[src/rtl/avl_port_arbiter_pkg.sv]
// Shared types for the I/D Avalon bridge arbiter.
// Arbiter state encoding and port identifiers.
package avl_port_arbiter_pkg;

    typedef enum logic [1:0] {
        IDLE  = 2'd0,
        ISSUE = 2'd1,
        WAIT  = 2'd2
    } arb_state_t;

    localparam logic PORT_I = 1'b0;
    localparam logic PORT_D = 1'b1;

endpackage

[src/rtl/avl_port_arbiter_rr_pick2.sv]
// Two-way chooser between the I and D requesters.
// Round-robin on conflict, or D-wins when FIXED_PRIORITY is set.
module rr_pick2
    import avl_port_arbiter_pkg::*;
#(
    parameter int FIXED_PRIORITY = 0
) (
    input  logic req_i,
    input  logic req_d,
    input  logic last,
    output logic winner,
    output logic any
);

    always_comb begin
        any = req_i | req_d;
        if (req_i && req_d) begin
            winner = (FIXED_PRIORITY != 0) ? PORT_D : ~last;
        end else begin
            winner = req_d;
        end
    end

endmodule

[src/rtl/avl_port_arbiter.sv]
// Shares one Avalon bus-master bridge between the CPU fetch (I) and load/store (D) ports.
// Each access is issued as a one-cycle select pulse; the grant is held until the bridge finishes.
module avl_port_arbiter
    import avl_port_arbiter_pkg::*;
#(
    parameter int AW             = 32,
    parameter int DW             = 32,
    parameter int FIXED_PRIORITY = 0
) (
    input  logic            clk,
    input  logic            rst,

    input  logic [AW-1:0]   i_address,
    input  logic            i_read,
    input  logic            i_write,
    input  logic [DW-1:0]   i_write_data,
    input  logic [DW/8-1:0] i_byteenable,
    output logic [DW-1:0]   i_read_data,
    output logic            i_busy,

    input  logic [AW-1:0]   d_address,
    input  logic            d_read,
    input  logic            d_write,
    input  logic [DW-1:0]   d_write_data,
    input  logic [DW/8-1:0] d_byteenable,
    output logic [DW-1:0]   d_read_data,
    output logic            d_busy,

    output logic [AW-1:0]   dn_address,
    output logic [DW-1:0]   dn_write_data,
    output logic [DW/8-1:0] dn_byteenable,
    output logic            dn_read_select,
    output logic            dn_write_select,
    input  logic [DW-1:0]   dn_read_data,
    input  logic            dn_busy,

    output logic            grant
);

    arb_state_t      state_q, state_d;
    logic            grant_q, grant_d;
    logic            last_q, last_d;
    logic            op_read_q, op_read_d;
    logic [DW-1:0]   rdata_i_q, rdata_i_d;
    logic [DW-1:0]   rdata_d_q, rdata_d_d;

    logic req_i, req_d;
    logic rd_i, rd_d, wr_i, wr_d;
    logic winner, any;
    logic done;

    assign rd_i  = i_read & ~i_write;
    assign wr_i  = i_write & ~i_read;
    assign rd_d  = d_read & ~d_write;
    assign wr_d  = d_write & ~d_read;
    assign req_i = i_read ^ i_write;
    assign req_d = d_read ^ d_write;

    rr_pick2 #(
        .FIXED_PRIORITY(FIXED_PRIORITY)
    ) u_pick (
        .req_i  (req_i),
        .req_d  (req_d),
        .last   (last_q),
        .winner (winner),
        .any    (any)
    );

    assign done = (state_q == WAIT) && !dn_busy;

    // Address/data stay on the granted port in every state; the bridge needs the offset in WAIT.
    assign dn_address    = (grant_q == PORT_D) ? d_address    : i_address;
    assign dn_write_data = (grant_q == PORT_D) ? d_write_data : i_write_data;
    assign dn_byteenable = (grant_q == PORT_D) ? d_byteenable : i_byteenable;
    assign grant         = grant_q;

    always_comb begin
        state_d         = state_q;
        grant_d         = grant_q;
        last_d          = last_q;
        op_read_d       = op_read_q;
        rdata_i_d       = rdata_i_q;
        rdata_d_d       = rdata_d_q;
        dn_read_select  = 1'b0;
        dn_write_select = 1'b0;

        case (state_q)
            IDLE: begin
                if (any) begin
                    grant_d   = winner;
                    op_read_d = (winner == PORT_D) ? rd_d : rd_i;
                    state_d   = ISSUE;
                end
            end
            ISSUE: begin
                dn_read_select  = (grant_q == PORT_D) ? rd_d : rd_i;
                dn_write_select = (grant_q == PORT_D) ? wr_d : wr_i;
                state_d         = WAIT;
            end
            WAIT: begin
                if (!dn_busy) begin
                    if (op_read_q) begin
                        if (grant_q == PORT_D) rdata_d_d = dn_read_data;
                        else                   rdata_i_d = dn_read_data;
                    end
                    last_d = grant_q;
                    // Hand straight to the other port; the finishing port's request is still visible now.
                    if ((grant_q == PORT_D) ? req_i : req_d) begin
                        grant_d   = ~grant_q;
                        op_read_d = (grant_q == PORT_D) ? rd_i : rd_d;
                        state_d   = ISSUE;
                    end else begin
                        state_d = IDLE;
                    end
                end
            end
            default: state_d = IDLE;
        endcase
    end

    always_ff @(posedge clk or negedge rst) begin
        if (!rst) begin
            state_q   <= IDLE;
            grant_q   <= PORT_I;
            last_q    <= PORT_D;
            op_read_q <= 1'b0;
            rdata_i_q <= '0;
            rdata_d_q <= '0;
        end else begin
            state_q   <= state_d;
            grant_q   <= grant_d;
            last_q    <= last_d;
            op_read_q <= op_read_d;
            rdata_i_q <= rdata_i_d;
            rdata_d_q <= rdata_d_d;
        end
    end

    assign i_busy = req_i & ~(done && grant_q == PORT_I);
    assign d_busy = req_d & ~(done && grant_q == PORT_D);

    assign i_read_data = (done && grant_q == PORT_I && op_read_q) ? dn_read_data : rdata_i_q;
    assign d_read_data = (done && grant_q == PORT_D && op_read_q) ? dn_read_data : rdata_d_q;

endmodule

[config.mk]
export PLATFORM = sky130hd
export DESIGN_NAME = avl_port_arbiter
export DESIGN_NICKNAME = d
export VERILOG_FILES = /design/src/rtl/avl_port_arbiter_pkg.sv /design/src/rtl/avl_port_arbiter_rr_pick2.sv /design/src/rtl/avl_port_arbiter.sv
export SDC_FILE = /design/constraint.sdc
export NUM_CORES = 1
export LEC_CHECK = 0
export ABC_CLOCK_PERIOD_IN_PS = 4470
export CAP_MARGIN = 5
export CORE_AREA = 2 2 121 123
export DETAILED_ROUTE_END_ITERATION = 7
export DIE_AREA = 0 0 123 125
export GPL_TIMING_DRIVEN = 0
export HOLD_SLACK_MARGIN = 0.1
export PLACE_DENSITY_LB_ADDON = 0.15
export RECOVER_POWER = 50
export SYNTH_ARGS = -nofsm -noshare
export SYNTH_HDL_FRONTEND = slang
export SYNTH_HIERARCHICAL = 1
export SYNTH_SLANG_ARGS = --single-unit
[constraint.sdc]
create_clock -name clk -period 4.47 [get_ports clk]
set_input_delay 0.894 -clock clk [delete_from_list [all_inputs] [get_ports clk]]
set_output_delay 0.894 -clock clk [all_outputs]
set_load 0.02 [all_outputs]
==> impl_metrics.env <==
export IMPL_run_status="finished with violations"
export IMPL_violations="max-capacitance violations, max-slew violations"
export IMPL_slew_headroom_pct=-16.0
export IMPL_synth_seq_cells=69
export IMPL_grt_pass1_wl_um=24800
export IMPL_muxShareOfSynthArea_pct=50.9
export IMPL_yosysUniqueCellTypes=29
export IMPL_maximum_buffer_depth_of_the_clock_tree=2
export IMPL_antenna_found_initial=6
export IMPL_start_util_pct=31.0
export IMPL_share_of_final_layout_standard_cells_stronger_than_drive_strength_1_pct=25.3
export IMPL_worstPathCellList="clkdlybuf4s50_1 -> nor3b_4 -> nand3_2 -> clkbuf_1 -> mux2_2 -> clkdlybuf4s50_1"
export IMPL_avgRoutedWirePerCell_um=20.2
export IMPL_finalNetCount=830
export IMPL_synth_top_cell_by_area="dfrtp_1"
export IMPL_final_setup_tns_ns=0
export IMPL_setup_worst_path_end_class="output pin"
export IMPL_largest_net_degree_at_the_start_of_global_routing=70
export IMPL_synth_area_per_cell_um2=13.4
export IMPL_initialDrtViolationCount=165
export IMPL_ff2ff_path_depth=5
export IMPL_clk_insertion_delay_late_ns=0.32
export IMPL_library_cell_with_the_highest_instance_count_after_synthesis="mux2_2"
export IMPL_worstPathArrival_ns=3.34
export IMPL_port_buffers=311
export IMPL_synth_area_leaders="dfrtp_1, mux2_2, mux2_1"
export IMPL_reg2reg_slack_ns=2.14
export IMPL_post_synth_inst_count=329
export IMPL_timing_max_transition_violations_final=70
export IMPL_route_detailed_drc=0
export IMPL_chipWidth_um=123
export IMPL_critical_path_startpoint="dn_busy"
export IMPL_mappedNetlistNets=508
export IMPL_synth_adder_area_share_pct=1.14
export IMPL_place_area_mm2=0.00774
export IMPL_area_growth_synth_to_final_pct=82.7
export IMPL_drt_total_wl_um=17100
export IMPL_static_leakage_power_nw=3.34
export IMPL_top_level_ports=312
export IMPL_final_hold_worst_slack_ns=0.478
export IMPL_power_density_cell_area_mw_per_mm2=602
export IMPL_synth_top_cells_by_count="mux2_2, dfrtp_1, mux2_1"
export IMPL_critical_path_slowest_cell="clkdlybuf4s50_1"
export IMPL_synth_area_mm2=0.00440
export IMPL_yosysWarningCount=6
export IMPL_drt_pass1_iterations=4
export IMPL_viasPerCell=4.69
export IMPL_tritoncts_num_buffers=9
export IMPL_synth_enable_flop_cells=0
export IMPL_dominant_combinational_cell_family_by_area_after_synthesis="multiplexers"
export IMPL_critPathKind="in -> out"
export IMPL_dominantRegCellSynth="dfrtp_1"
export IMPL_worst_slew_pin_transition_ns=1.74
export IMPL_rsz0062_at_grt="no"
export IMPL_synth_largest_type_area_fraction_pct=38.7
export IMPL_holdBufCountCts=0
export IMPL_dieArea_mm2=0.0154
export IMPL_global_route_overflow_total=0
export IMPL_synth_yosys_seq_area_share_pct=39.3
export IMPL_post_cts_setup_buffers=0
export IMPL_synthXorXnorAreaFrac_pct=0
export IMPL_reg2reg_to="rdata_i_q[31]"
export IMPL_critical_path_most_common_cell="clkdlybuf4s50_1"
export IMPL_post_route_cell_area_mm2=0.00804
export IMPL_timing_max_cap_violations=1
export IMPL_post_cts_resized=0
export IMPL_floorplan_core_area_mm2=0.0142
export IMPL_timing_final_ws_setup_ns=0.234
export IMPL_num_rows=44
export IMPL_clock_sink_count=69
export IMPL_maximum_fanout_along_the_worst_path=10
export IMPL_global_route_total_usage_across_every_layer_pct=21.7
export IMPL_synth_compound_gate_area_share_pct=1.71
export IMPL_crit_required_ns=3.58
export IMPL_multiInputGateArea_mm2=0.00247
export IMPL_asyncSetResetFlopFracSynth_pct=100
export IMPL_synthSimpleGateAreaFrac_pct=2.56
export IMPL_register_area_mm2=0.00173
export IMPL_fin_skew_ns=0.00425
export IMPL_clkTransAtPathRegs_ns=0.06
export IMPL_final_min_period_over_clock_period_pct=94.8
export IMPL_dp_hpwl_um=13700
export IMPL_worst_hold_path_type="reg -> reg"
export IMPL_num_vias=3958
export IMPL_max_vdd_ir_drop_mv=0.272
export IMPL_cp_start_kind="input pin"
export IMPL_finalWorstPathRequiredPeriod_ns=4.24
export IMPL_hold_end="rdata_i_q[4]"
export IMPL_total_power_mw=4.84
export IMPL_min_path_cells=1
export IMPL_finalHoldViolCount=0
export IMPL_floorplan_die_height_um=125
export IMPL_critical_path_max_stage_delay_ns=0.59
export IMPL_tritoncts="done"
export IMPL_cts_htree_levels=3
export IMPL_timing_final_setup_violations=0
export IMPL_fillCellCount=1191
export IMPL_via_count_of_the_first_global_routing_pass=4153
export IMPL_pre_cts_ws_ns=0.269
export IMPL_globalplace_congestion=0.889
export IMPL_max_freq_mhz=236
export IMPL_reg2reg_from="state_q[0]"
export IMPL_clockRootBuffer="clkbuf_16"
export IMPL_drtAntennaViolNets=0
export IMPL_hp_start="rdata_i_q[4]"
-- stage by stage --
stage | util (%) | std cells
after floorplan | - | 329
after global placement | 54.5 | 824
after detailed placement | 54.5 | 824
after CTS | 56.7 | 840
after global routing | 56.6 | 844
final | 56.6 | 844
-- logic make-up after synthesis --
| kind of cell | after synthesis |
|---|---|
| and+or+nand+nor | 17 |
| DFF | 69 |
| muxes | 199 |
| buffers and inverters | 29 |
| AOI/OAI and AO/OA | 11 |
| adders and majority gates | 4 |
-- registers in the layout, summed over array words and instances (netlist names) --
name	cells
rdata_d_q	32
rdata_i_q	32
state_q	2
grant	1
last_q	1
op_read_q	1
-- layout make-up --
class | instances | share of cell area, %
Tap cell | 184 | 2.86
Multi-Input combinational cell | 231 | 30.8
Clock buffer | 10 | 2.85
Buffer | 21 | 1.74
Sequential cell | 69 | 21.5
Timing Repair Buffer | 311 | 38.7
Antenna cell | 4 | 0.125
Inverter | 8 | 0.374
Clock inverter | 6 | 1.07
-- worst max path at each step --
| stage | depth (start not counted) | slack [ns] | end |
|---|---|---|---|
| after floorplan | 5 | 1.45 | i_read_data[0] |
| after global placement | 1 | 0.19 | rdata_d_q[7] |
| after detailed placement | 6 | 0.27 | d_read_data[12] |
| after CTS | 6 | 0.25 | d_read_data[12] |
| after global routing | 6 | 0.07 | d_read_data[0] |
| final | 6 | 0.23 | d_read_data[0] |
-- report_power, final --
part / internal, mW / total, mW / switching, mW
combinational: 1.62 / 3.02 / 1.39
sequential: 0.920 / 1.07 / 0.147
clock: 0.488 / 0.755 / 0.267
-- worst max-delay path, delay by kind of cell --
family / cells / cell delay, ns
mux: 1 / 0.33
simple gates: 2 / 0.66
buf+inv: 3 / 1.45
-- cells in the final DEF, fill, tap and decap left out, drive strengths merged, types with 4 or more instances in the layout --
| cell | count |
|---|---|
| nand2 | 4 |
| clkdlybuf4s50 | 308 |
| clkbuf | 17 |
| diode | 4 |
| ha | 4 |
| mux2 | 196 |
| buf | 15 |
| inv | 9 |
| dfrtp | 68 |
-- per-layer routing --
layer	track usage (%)	up-vias	part of all wire, %
met4	8.16	4	1.6
met2	35.8	177	49
li1	-	1860	-
met3	6.66	22	7.9
met1	26.3	1895	41
met5	0	-	0.12
(Power assumes the default switching activity.)
